`src/rtl/result_display_pkg.sv`:
```
// rtl/result_display_pkg.sv - shared types, constants and helpers for the result display sequencer
//
// Purpose: FSM state encoding, the default dwell for a 5 s display at 12 MHz,
// and the width helper for the dwell counter.
package result_display_pkg;

  typedef enum logic {
    FILL = 1'b0,
    SHOW = 1'b1
  } state_e;

  localparam int DWELL_5S_12MHZ = 60_000_000;

  // Counter width able to hold 0..dwell_p.
  function automatic int dwell_width(input int dwell_p);
    return $clog2(dwell_p + 1);
  endfunction

endpackage

```
`src/rtl/result_display_sequencer_dwell_timer.sv`:
```
// rtl/result_display_sequencer_dwell_timer.sv - per-entry dwell counter with hold and clear
//
// Purpose: counts cycles an entry has been on display and pulses expire_o on
// the final cycle of the dwell period.
// Ports:
//   clk_i      in   clock, rising edge
//   reset_n_i  in   asynchronous active-low reset
//   clear_i    in   restart the count from zero on the next edge
//   hold_i     in   freeze the count (also suppresses expiry)
//   expire_o   out  high for the single cycle where count == dwell_p-1 and not held
module dwell_timer
  import result_display_pkg::*;
#(
  parameter int dwell_p = DWELL_5S_12MHZ
) (
  input  logic clk_i,
  input  logic reset_n_i,
  input  logic clear_i,
  input  logic hold_i,
  output logic expire_o
);

  localparam int                  cnt_w_lp = dwell_width(dwell_p);
  localparam logic [cnt_w_lp-1:0] term_lp  = cnt_w_lp'(dwell_p - 1);

  logic [cnt_w_lp-1:0] count_q;
  logic [cnt_w_lp-1:0] count_d;

  assign expire_o = !hold_i && (count_q == term_lp);

  // Expiry wraps to zero on its own so the pulse is one cycle long even if
  // the caller does not clear.
  always_comb begin
    count_d = count_q;
    if (clear_i || expire_o) begin
      count_d = '0;
    end else if (!hold_i) begin
      count_d = count_q + cnt_w_lp'(1);
    end
  end

  always_ff @(posedge clk_i or negedge reset_n_i) begin
    if (!reset_n_i) begin
      count_q <= '0;
    end else begin
      count_q <= count_d;
    end
  end

endmodule

```
`src/rtl/result_display_sequencer.sv`:
```
// rtl/result_display_sequencer.sv - frame buffer and timed display sequencer for result entries
//
// Purpose: collects width_p-bit results into a frame of up to depth_p entries,
// then shows each entry for dwell_p cycles (or until step_i), with hold and
// abort controls. Optional macro RESULT_DISPLAY_LOOP_EN makes the frame loop
// until aborted instead of returning to FILL after one pass.
// Ports:
//   clk_i      in   clock, rising edge
//   reset_n_i  in   asynchronous active-low reset
//   valid_i    in   data_i carries a result
//   data_i     in   result entry
//   ready_o    out  an entry can be accepted (FILL only)
//   flush_i    in   pulse: close partial frame (FILL) / abort display (SHOW)
//   step_i     in   pulse: advance to next entry now
//   hold_i     in   level: freeze the dwell count
//   valid_o    out  data_o/index_o show an entry
//   data_o     out  entry being shown (0 when not showing)
//   index_o    out  position of the shown entry
//   last_o     out  shown entry is the final one of the frame
module result_display_sequencer
  import result_display_pkg::*;
#(
  parameter int width_p = 8,
  parameter int depth_p = 4,
  parameter int dwell_p = DWELL_5S_12MHZ
) (
  input  logic                       clk_i,
  input  logic                       reset_n_i,
  input  logic                       valid_i,
  input  logic [width_p-1:0]         data_i,
  output logic                       ready_o,
  input  logic                       flush_i,
  input  logic                       step_i,
  input  logic                       hold_i,
  output logic                       valid_o,
  output logic [width_p-1:0]         data_o,
  output logic [$clog2(depth_p)-1:0] index_o,
  output logic                       last_o
);

  localparam int                  idx_w_lp   = $clog2(depth_p);
  localparam logic [idx_w_lp-1:0] top_idx_lp = idx_w_lp'(depth_p - 1);

  state_e              state_q, state_d;
  logic [idx_w_lp-1:0] count_q, count_d;
  logic [idx_w_lp-1:0] rd_q, rd_d;
  logic [idx_w_lp-1:0] last_q, last_d;   // index of the final entry of the frame
  logic                ready_q, ready_d;
  logic [width_p-1:0]  mem_q [depth_p];

  logic accept;
  logic expire;
  logic clear;
  logic advance;

  assign accept  = (state_q == FILL) && valid_i && ready_q;
  assign advance = expire || step_i;

  dwell_timer #(
    .dwell_p (dwell_p)
  ) u_dwell_timer (
    .clk_i     (clk_i),
    .reset_n_i (reset_n_i),
    .clear_i   (clear),
    .hold_i    (hold_i),
    .expire_o  (expire)
  );

  // Buffer has no reset; it is only observable while showing.
  always_ff @(posedge clk_i) begin
    if (accept) begin
      mem_q[count_q] <= data_i;
    end
  end

  always_ff @(posedge clk_i or negedge reset_n_i) begin
    if (!reset_n_i) begin
      state_q <= FILL;
      count_q <= '0;
      rd_q    <= '0;
      last_q  <= '0;
      ready_q <= 1'b0;
    end else begin
      state_q <= state_d;
      count_q <= count_d;
      rd_q    <= rd_d;
      last_q  <= last_d;
      ready_q <= ready_d;
    end
  end

  always_comb begin
    state_d = state_q;
    count_d = count_q;
    rd_d    = rd_q;
    last_d  = last_q;
    ready_d = ready_q;
    clear   = 1'b0;

    unique case (state_q)
      FILL: begin
        // Dwell is held at zero while filling so the first entry gets a full period.
        clear   = 1'b1;
        ready_d = 1'b1;
        if (accept && (count_q == top_idx_lp)) begin
          state_d = SHOW;
          last_d  = top_idx_lp;
          count_d = '0;
          rd_d    = '0;
          ready_d = 1'b0;
        end else if (flush_i && (accept || (count_q != '0))) begin
          // A same-cycle accept lands at mem[count], so it becomes the last entry.
          state_d = SHOW;
          last_d  = accept ? count_q : count_q - idx_w_lp'(1);
          count_d = '0;
          rd_d    = '0;
          ready_d = 1'b0;
        end else if (accept) begin
          count_d = count_q + idx_w_lp'(1);
        end
      end

      SHOW: begin
        if (flush_i) begin
          state_d = FILL;
          rd_d    = '0;
          count_d = '0;
          ready_d = 1'b1;
          clear   = 1'b1;
        end else if (advance) begin
          clear = 1'b1;
          if (rd_q == last_q) begin
`ifdef RESULT_DISPLAY_LOOP_EN
            rd_d    = '0;
`else
            state_d = FILL;
            rd_d    = '0;
            count_d = '0;
            ready_d = 1'b1;
`endif
          end else begin
            rd_d = rd_q + idx_w_lp'(1);
          end
        end
      end

      default: begin
        state_d = FILL;
      end
    endcase
  end

  always_comb begin
    valid_o = (state_q == SHOW);
    ready_o = ready_q;
    index_o = rd_q;
    last_o  = (state_q == SHOW) && (rd_q == last_q);
    data_o  = (state_q == SHOW) ? mem_q[rd_q] : '0;
  end

endmodule

```
`config.mk`:
```
export PLATFORM = sky130hd
export DESIGN_NAME = result_display_sequencer
export DESIGN_NICKNAME = d
export VERILOG_FILES = /design/src/rtl/result_display_pkg.sv /design/src/rtl/result_display_sequencer_dwell_timer.sv /design/src/rtl/result_display_sequencer.sv
export SDC_FILE = /design/constraint.sdc
export NUM_CORES = 1
export LEC_CHECK = 0
export CORE_ASPECT_RATIO = 1.75
export CORE_MARGIN = 4
export CORE_UTILIZATION = 40
export DETAILED_ROUTE_END_ITERATION = 12
export GPL_ROUTABILITY_DRIVEN = 0
export REMOVE_ABC_BUFFERS = 1
export SLEW_MARGIN = 10
export SYNTH_ARGS = -nofsm -noshare
export SYNTH_HDL_FRONTEND = slang
export SYNTH_HIERARCHICAL = 1
export SYNTH_SLANG_ARGS = --single-unit
```
`constraint.sdc`:
```
create_clock -name clk_i -period 3.5 [get_ports clk_i]
set_clock_uncertainty 0.2 [all_clocks]
set_input_delay 0.7 -clock clk_i [delete_from_list [all_inputs] [get_ports clk_i]]
set_output_delay 0.7 -clock clk_i [all_outputs]
set_load 0.1 [all_outputs]
```
Word-level counts from Yosys, hierarchy flattened:

Memory sizes are Yosys's and may differ from the RTL's.
Index checks and enable logic that the tools add are counted.

* input port bits: 14
* bits in registers: 34
* logic and storage cells: 72
* memories kept: 1
* output and inout port bits: 13
* memory bits (writable): 32

* $add $sub $neg: 4
* muxes and demuxes: 36
* bitwise logic cells: 1
* equality and inequality tests: 8
* reductions and logical operators: 16

Memories
* mem_q: depth 4, width 8, read ports 1, clocked after memory_dff 0, wr ports 1, RTL line result_display_sequencer.sv:49 `logic [width_p-1:0] mem_q [depth_p];`

Operators by type and width (number)
* $mux 26: 2
* $mux 2: 14
* $add 26x1->26 const B: 1
* $eq 26x26->1 const B: 1
* $mux 1: 14
* $mux 8: 1
* $pmux 2 s2: 2
* $logic_and 1x1->1: 6
* $ne 3x2->1 const B: 2
* $pmux 1 s2: 3
* $reduce_and 2->1: 3
* $add 2x1->2 const B: 2
* $ne 4x2->1 const B: 1
* $reduce_bool 2->1: 2
* $logic_or 1x1->1: 3
* $ne 3x1->1 const B: 1
* $reduce_and 3->1: 1
* $eq 2x2->1: 1
* $eq 2x2->1 const B: 1
* $ne 2x1->1 const B: 1
* $sub 2x1->2 const B: 1
* $logic_not 1->1: 1
* $not 1->1: 1

Depth between registers and ports, before layout:

Gate-level depths: netlist (run 1).

* word-level depth: 8
* mapped depth: 10
* depth with buffers taken out: 9

By module:

The synthesis (run 1) kept the hierarchy.

By module, submodules not included
* result_display_sequencer: cells an instance 103, area an instance 1740.4 µm², times used 1, sequential area each 1161.1 µm²
* dwell_timer: cells an instance 168, area an instance 1554.0 µm², times used 1, sequential area each 650.6 µm²

Worst setup path before layout (run 1):

OpenSTA, ideal clock, no wires.

* path type: reg2out
* start point: reg state_q (netlist: valid_o)
* end point: out last_o
* buffers on the path: 1
* data required time: 2.600 ns
* arrival time: 3.507 ns
* cell stages (with the launch flop): 3
* setup slack: -0.907 ns
* cell sequence: dfrtp_1 -> buf_2 -> nor3b_1

* word-level cells in the longest chain between the ends: 1

RTL lines
* from (decl): RTL line result_display_sequencer.sv:44 `state_e state_q, state_d;`
* from (signal assigned): RTL line result_display_sequencer.sv:84 `state_q <= state_d;`
* $logic_and 1x1->1: RTL line result_display_sequencer.sv:157 `last_o = (state_q == SHOW) && (rd_q == last_q);`
* to (decl): RTL line result_display_sequencer.sv:38 `output logic last_o`

Every way passes these cells.

Final worst setup path (run 1):

* start point: reg u_dwell_timer.count_q[0]
* end point: reg u_dwell_timer.count_q[19]

* word-level cells in the longest chain between the ends: 8
* elaborated cells on any way between the ends: 11
* those cells by class: add/sub: 1; eq/ne: 2; mux: 5; reduce/logical: 3

RTL lines
* from (decl): RTL line result_display_sequencer_dwell_timer.sv:26 `logic [cnt_w_lp-1:0] count_q;`
* from (signal assigned): RTL line result_display_sequencer_dwell_timer.sv:46 `count_q <= count_d;`
* $eq 26x26->1 *: RTL line result_display_sequencer_dwell_timer.sv:29 `assign expire_o = !hold_i && (count_q == term_lp);`
* $logic_and 1x1->1 *: RTL line result_display_sequencer_dwell_timer.sv:29
* net expire: RTL line result_display_sequencer.sv:52 `logic expire;`
* $logic_or 1x1->1 *: RTL line result_display_sequencer.sv:57 `assign advance = expire || step_i;`
* $mux 1 *: RTL line result_display_sequencer.sv:130 `end else if (advance) begin`
* $mux 1 *: RTL line result_display_sequencer.sv:124 `if (flush_i) begin`
* $pmux 1 s2 *: RTL line result_display_sequencer.sv:100 `unique case (state_q)`
* net clear: RTL line result_display_sequencer.sv:53 `logic clear;`
* $logic_or 1x1->1 *: RTL line result_display_sequencer_dwell_timer.sv:35 `if (clear_i || expire_o) begin`
* $ne 2x1->1 (no source line) or $mux 26 (tied branches)

Mark *: on every way through the listed nets, which the timed path passes. The rest lies on a longest branch. The select of a mux whose other input is x is not followed.
A chain may end at the register's enable or synchronous reset.

==> flow_metrics.tcl, run 1 <==
set metrics [dict create \
    whs_ns 0.3300 \
    design.final.nets 323 \
    grt-ovfl-total 0 \
    path_depth 10 \
    syn-instance-count 271 \
    die_w_um 76.60 \
    pin_count_of_the_biggest_net_entering_global_routing 35 \
    setup.worst_path.end_class "flip-flop" \
    route.detailed.wl_per_inst_um 18.34 \
    ys_top_cells_by_area "sky130_fd_sc_hd__edfxtp_1 29%, sky130_fd_sc_hd__dfrtp_1 26%, sky130_fd_sc_hd__mux4_2 5.5%" \
    postSynthRegisterBits 66 \
    maxSlewHeadroom 0.5709 \
    dp.final_hpwl_um 5276 \
    run_status "completed" \
    critPathLaunch "u_dwell_timer/count_q[0]$_DFFE_PN0P_" \
    cts_root_buf "sky130_fd_sc_hd__clkbuf_16" \
    dpl_cell_area_um2 3636 \
    cap_viol_max_count 0 \
    power.ir.vdd_worst_v 0.0003053 \
    final-seq-area_um2 1812 \
    r2r_end "u_dwell_timer/count_q[19]$_DFFE_PN0P_" \
    yosys.area.top_type "sky130_fd_sc_hd__edfxtp_1" \
    worst-slew-pin-transition_ns 0.6435 \
    worst_path_top_cell_family_by_delay "simple AND/OR/NAND/NOR gates" \
    crit_required_ns 3.55 \
    syn_area_per_cell_um2 12.16 \
    resized_cells_post_cts 0 \
    final-setup-viol-count 0 \
    reg2reg_setup_slack_ns 0.44 \
    cp_max_fo 14 \
    antenna_found_initial 0 \
    drt.antenna.violating_nets 0 \
    route.detailed.drc 0 \
    initial_utilization 0.4137 \
    final_max_slew_viol_count 0 \
    reg2regPathDepth 10 \
    viasPerCell 5.927 \
    r2r_start "u_dwell_timer/count_q[0]$_DFFE_PN0P_" \
    crit_chain "ha_1, nand3_1, or3_1, nor2_1, or4b_4, nand2b_1, nand4_1, buf_4, or4_1, a21oi_1" \
    via_count_of_the_first_global_routing_pass 2449 \
    grt_first_pass_wirelength_um 12410 \
    setup_total_negative_slack_ns 0 \
    synth.lib_cells_used.distinct 51 \
    power.leakage_nw 1.442 \
    buffer_ports.inserted 26 \
    worst-endpoint-arrival_ns 3.11 \
    number_of_enable_type_register_cells_in_the_synthesized_netlist 32 \
    tritoncts "built" \
    design_power_total_mw 2.812 \
    crit_buf_inv 1 \
    post_cts_buffers 0 \
    timing.critical_path.slowest_stage_cell "sky130_fd_sc_hd__or4_1" \
    final_area_um2 3930 \
    area_growth_from_synthesis_to_final_layout_pct 19.29 \
    drt_iter0_drc 124 \
    die_h_um 128.1 \
    cell_area_power_density_nw_per_um2 715.6 \
    grt.total_usage 0.1660 \
    drt-total-wl_um 7317 \
    report.final.hold_viol_count 0 \
    timing.critical_path.from_type "flip-flop" \
    synth-seq-area-share 0.5499 \
    criticalPathCategory "reg2reg" \
    synth.cell_area_um2 3294 \
    hold_path_class "reg2reg" \
    detailroute.via_count 2365 \
    cts_htree_levels 3 \
    fmax_ghz 0.3268 \
    yosys_most_used_dff "sky130_fd_sc_hd__dfrtp_1" \
    multi_input_comb_area_um2 1413 \
    clk_pin_slew_worst_paths_ns 0.05 \
    fin_crit_sh 0.8744 \
    clock_insertion_delay_at_the_later_pin_of_the_skew_report_ns 0.33 \
    antenna_cells_inserted 0 \
    fp.dieArea_um2 9809 \
    max_stage_delay_ns 0.50 \
    ios 27 \
    clock_sink_count 66 \
    rsz0062_at_grt "no" \
    cts_hold_buffers 0 \
    yosys_warnings 6 \
    cts-root-to-sink-buffers 2 \
    post-synth-top-area-fraction 0.2917 \
    fraction_of_final_layout_cells_with_drive_strength_greater_than_1 0.1715 \
    placement_rows 43 \
    drt_pass1_iterations 4 \
    timing.final.crit_period_ns 3.060 \
    core_um2 7963 \
    synth_async_sr_flop_share 0.5152 \
    crit_end "u_dwell_timer/count_q[19]$_DFFE_PN0P_" \
    fillerInstances 736 \
    tritoncts.num_buffers 9 \
]
cell families after synthesis:
kind of cell	share of synthesized area
simple gates	0.2161
flops	0.5499
compound gates	0.09229
buf+inv	0.02127
mux	0.08014
xor+xnor	0.02127
fa+ha+maj	0.01899
per-stage QoR:
stage	utilization	worst slack [ns]	instances
2_1_floorplan	-	-1.123	261
3_3_place_gp	0.4566	0.2935	383
4_1_cts	0.4936	0.4359	399
6_report	0.4936	0.4397	399
5_1_grt	0.4936	0.1437	399
3_5_place_dp	0.4566	0.2546	383
cells in the final DEF (no fill, tap or decap), types with 6 or more instances in the layout:
master / count
sky130_fd_sc_hd__o21ai_0: 9
sky130_fd_sc_hd__nand2_1: 16
sky130_fd_sc_hd__or3_1: 9
sky130_fd_sc_hd__xor2_1: 6
sky130_fd_sc_hd__nand4_1: 10
sky130_fd_sc_hd__mux4_2: 8
sky130_fd_sc_hd__buf_4: 19
sky130_fd_sc_hd__clkbuf_16: 9
sky130_fd_sc_hd__a21oi_1: 17
sky130_fd_sc_hd__or4_1: 9
sky130_fd_sc_hd__dfrtp_1: 34
sky130_fd_sc_hd__and2_1: 13
sky130_fd_sc_hd__inv_1: 7
sky130_fd_sc_hd__edfxtp_1: 32
sky130_fd_sc_hd__o31ai_1: 8
sky130_fd_sc_hd__nor2_1: 12
sky130_fd_sc_hd__clkdlybuf4s50_1: 13
sky130_fd_sc_hd__nand3_1: 7
metal layers:
layer  wire length [µm]  GRT usage  vias to the layer above
li1                   -          -                     1113
met1               2759     0.1732                     1156
met2               3957     0.2939                       79
met3                366    0.04641                       17
met4                233     0.1014                        0
met5                  0          0                        -
layout make-up:
| cell class | instances | share of cell area |
|---|---|---|
| clock buffer | 9 | 0.05731 |
| tap | 90 | 0.02865 |
| clock inverter | 7 | 0.01751 |
| inverter | 7 | 0.006686 |
| timing repair buffer | 32 | 0.06940 |
| sequential | 66 | 0.4610 |
| multi-input combinational | 188 | 0.3594 |
synth_stat cells, types with 2 or more instances:
library cell,number
sky130_fd_sc_hd__ha_1,5
sky130_fd_sc_hd__and4b_1,3
sky130_fd_sc_hd__nand4_4,2
sky130_fd_sc_hd__xnor2_1,2
sky130_fd_sc_hd__nor2_1,12
sky130_fd_sc_hd__nor4bb_1,2
sky130_fd_sc_hd__o21ai_0,9
sky130_fd_sc_hd__xor2_1,6
sky130_fd_sc_hd__and3_1,2
sky130_fd_sc_hd__nor4b_1,3
sky130_fd_sc_hd__nor4_1,2
sky130_fd_sc_hd__dfrtp_1,34
sky130_fd_sc_hd__mux4_2,8
sky130_fd_sc_hd__nor2b_1,4
sky130_fd_sc_hd__a21oi_1,17
sky130_fd_sc_hd__nand3b_1,2
sky130_fd_sc_hd__o211ai_1,2
sky130_fd_sc_hd__and2_1,13
sky130_fd_sc_hd__clkbuf_1,4
sky130_fd_sc_hd__nand4_1,10
sky130_fd_sc_hd__o31ai_1,8
sky130_fd_sc_hd__a31oi_1,3
sky130_fd_sc_hd__and4_1,4
sky130_fd_sc_hd__nand2_1,16
sky130_fd_sc_hd__mux2i_1,5
sky130_fd_sc_hd__edfxtp_1,32
sky130_fd_sc_hd__inv_1,7
sky130_fd_sc_hd__buf_2,5
sky130_fd_sc_hd__nand2b_1,2
sky130_fd_sc_hd__or4_1,9
sky130_fd_sc_hd__or3_1,9
sky130_fd_sc_hd__mux2_2,3
sky130_fd_sc_hd__o311a_1,2
sky130_fd_sc_hd__nand3_1,7
worst min path at each step:
stage | startpoint | to | slack (ns) | cells past startpoint
after CTS | last_q[0]$_DFFE_PN0P_ | last_q[0]$_DFFE_PN0P_ | 0.34 | 1
after global routing | last_q[0]$_DFFE_PN0P_ | last_q[0]$_DFFE_PN0P_ | 0.35 | 1
after detailed placement | last_q[1]$_DFFE_PN0P_ | last_q[1]$_DFFE_PN0P_ | 0.32 | 1
final | last_q[0]$_DFFE_PN0P_ | last_q[0]$_DFFE_PN0P_ | 0.33 | 1
after floorplan | reset_n_i | count_q[0]$_DFFE_PN0P_ | 0.20 | 0
after global placement | last_q[1]$_DFFE_PN0P_ | last_q[1]$_DFFE_PN0P_ | 0.32 | 1
state kept, by name, indices dropped and copies added, names as in the netlist:
signal	flops
mem_q	32
u_dwell_timer/count_q	26
count_q	2
index_o	2
last_q	2
ready_o	1
valid_o	1
report_power, final:
part | switching, mW | internal (mW)
combinational | 0.654 | 0.286
clock | 0.343 | 0.549
sequential | 0.0725 | 0.908
total | 1.07 | 1.74
No activity file was read; power rests on OpenSTA's default activity.
==> run 2: changes to the inputs <==
- ABC_CLOCK_PERIOD_IN_PS: unset -> 3500
- PLACE_DENSITY: unset -> 0.62
==> run 2 against run 1 <==
Cell area down 0.38%. Register-to-register slack about the same. Sequential power up 2%. Count of clock-buffer cells in the layout unchanged. Final cell count unchanged. Non-clock buffer count unchanged. Critical path type unchanged. Highest routed layer unchanged.
==> flow_metrics.tcl, run 2 (synthesis results as in run 1) <==
set metrics [dict create \
    setup.worst_path.end_class "flip-flop" \
    power.ir.vdd_worst_v 0.0005752 \
    crit_required_ns 3.55 \
    clock_sink_count 66 \
    cts_htree_levels 3 \
    switching_share 0.3908 \
    pin_count_of_the_biggest_net_entering_global_routing 35 \
    detailroute.via_count 2386 \
    top_register "mem_q" \
    power.leakage_nw 1.431 \
    via_count_of_the_first_global_routing_pass 2429 \
    fmax_ghz 0.3278 \
    final_core_utilization 0.4917 \
    tritoncts.num_buffers 9 \
    tritoncts "built" \
    route.detailed.drc 0 \
    grt-ovfl-total 0 \
    placement_rows 43 \
    cts_hold_buffers 0 \
    fin_cells 399 \
    largest_register_ff_count 32 \
    resized_cells_post_cts 0 \
    most_common_cell_after_layout_fill_and_taps_aside "sky130_fd_sc_hd__dfrtp_1" \
    final-setup-viol-count 0 \
    final_cell_mix "34 x sky130_fd_sc_hd__dfrtp_1, 32 x sky130_fd_sc_hd__edfxtp_1, 19 x sky130_fd_sc_hd__buf_4" \
    worst_slack_ns 0.4492 \
    core_um2 7963 \
    switching_power_mw 1.075 \
    fraction_of_final_layout_cells_with_drive_strength_greater_than_1 0.1683 \
    cts-root-to-sink-buffers 2 \
    hold_path_class "reg2reg" \
    drt_pass1_iterations 4 \
    clock_insertion_delay_at_the_later_pin_of_the_skew_report_ns 0.33 \
    p_comb_frac 0.337 \
    viasPerCell 5.980 \
    run_status "completed" \
    dp.final_hpwl_um 5226 \
    initial_utilization 0.4137 \
    place_worst_setup_slack_ns 0.2701 \
    fillerInstances 697 \
    drt_iter0_drc 168 \
    post_cts_buffers 0 \
    rsz0062_at_grt "no" \
    registers_with_the_most_flip_flops "mem_q (32), u_dwell_timer/count_q (26)" \
    worst-slew-pin-transition_ns 0.6262 \
    fin_crit_sh 0.8717 \
    grt_first_pass_wirelength_um 12260 \
    cp_max_fo 6 \
    timing.critical_path.from_type "flip-flop" \
    worst-endpoint-arrival_ns 3.10 \
    area_growth_from_synthesis_to_final_layout_pct 18.84 \
    clock_power_share 0.300 \
    design.final.nets 323 \
    clk_pin_slew_worst_paths_ns 0.06 \
    power_report.internal_total_mw 1.676 \
    route.detailed.wl_per_inst_um 18.50 \
    buffer_ports.inserted 26 \
    antenna_cells_inserted 0 \
    criticalPathCategory "reg2reg" \
    maxSlewHeadroom 0.5825 \
    placed_cells 383 \
    setup_total_negative_slack_ns 0 \
    antenna_found_initial 0 \
    ios 27 \
    cell_area_power_density_nw_per_um2 702.7 \
    grt.total_usage 0.1624 \
    drt-total-wl_um 7380 \
    die_w_um 76.60 \
    drt.antenna.violating_nets 0 \
    final-seq-area_um2 1812 \
    final_max_slew_viol_count 0 \
    whs_ns 0.3313 \
    report.final.hold_viol_count 0 \
    die_h_um 128.1 \
    multi_input_comb_area_um2 1413 \
    cts_root_buf "sky130_fd_sc_hd__clkbuf_16" \
    fp.dieArea_um2 9809 \
    seq_power_share 0.363 \
    cap_viol_max_count 0 \
    timing.final.crit_period_ns 3.051 \
]
-- run 2: cell types whose count changed in the layout (fill, tap and decap cells not counted) --
cell | previous run | this run
sky130_fd_sc_hd__clkinv_1 | 0 | 1
sky130_fd_sc_hd__inv_6 | 1 | 2
sky130_fd_sc_hd__bufinv_16 | 1 | 0
sky130_fd_sc_hd__clkinv_4 | 0 | 2
sky130_fd_sc_hd__clkinv_2 | 3 | 0
-- run 2: worst max-delay path: stages, from the launching register on --
cell                       delay [ns]
sky130_fd_sc_hd__dfrtp_1         0.45
sky130_fd_sc_hd__or3b_1          0.47
sky130_fd_sc_hd__or3_1           0.43
sky130_fd_sc_hd__nor2_1          0.13
sky130_fd_sc_hd__or4b_4          0.13
sky130_fd_sc_hd__nand2b_1        0.20
sky130_fd_sc_hd__nand4_1         0.27
sky130_fd_sc_hd__or4_1           0.53
sky130_fd_sc_hd__a21oi_1         0.17
-- run 2: metal layers --
metal  part of all wire  vias up  global-route usage
li1                   -     1120                   -
met1               0.38     1180              0.1726
met2               0.56       63              0.3017
met3              0.033       23             0.03305
met4              0.033        0             0.08111
met5                  0        -                   0
-- run 2: final cells by class --
| cell class | count | share of cell area |
|---|---|---|
| Sequential cell | 66 | 0.4628 |
| Multi-Input combinational cell | 188 | 0.3608 |
| Timing Repair Buffer | 32 | 0.06967 |
| Clock buffer | 9 | 0.05753 |
| Tap cell | 90 | 0.02876 |
| Clock inverter | 7 | 0.01374 |
| Inverter | 7 | 0.006711 |
-- run 2: power by group through the flow --
stage          sequential (mW)  combinational, mW  clock, mW
6_report                 0.999              0.926      0.826
4_1_cts                   1.00              0.936      0.850
3_5_place_dp              1.02              0.933          0
5_1_grt                   1.02              0.982      0.886
3_3_place_gp              1.02              0.930          0
2_1_floorplan             1.11              0.612          0
-- run 2: final timing paths --
path	cells past startpoint	startpoint	to	slack, ns
min in group asynchronous	2	reset_n_i	u_dwell_timer/count_q[10]$_DFFE_PN0P_	0.59
worst min-delay path	1	last_q[0]$_DFFE_PN0P_	last_q[0]$_DFFE_PN0P_	0.33
max in group asynchronous	2	reset_n_i	u_dwell_timer/count_q[14]$_DFFE_PN0P_	2.19
worst min register to register	1	last_q[0]$_DFFE_PN0P_	last_q[0]$_DFFE_PN0P_	0.33
worst max-delay path	8	u_dwell_timer/count_q[18]$_DFFE_PN0P_	u_dwell_timer/count_q[22]$_DFFE_PN0P_	0.45
worst max register to register	8	u_dwell_timer/count_q[18]$_DFFE_PN0P_	u_dwell_timer/count_q[22]$_DFFE_PN0P_	0.45
-- run 2: metrics by stage --
stage | power [mW] | instance area [µm²]
final | 2.751 | 3915
after detailed placement | 1.952 | 3636
after CTS | 2.790 | 3915
after global routing | 2.884 | 3915
after floorplan | 1.720 | 3251
after global placement | 1.948 | 3636
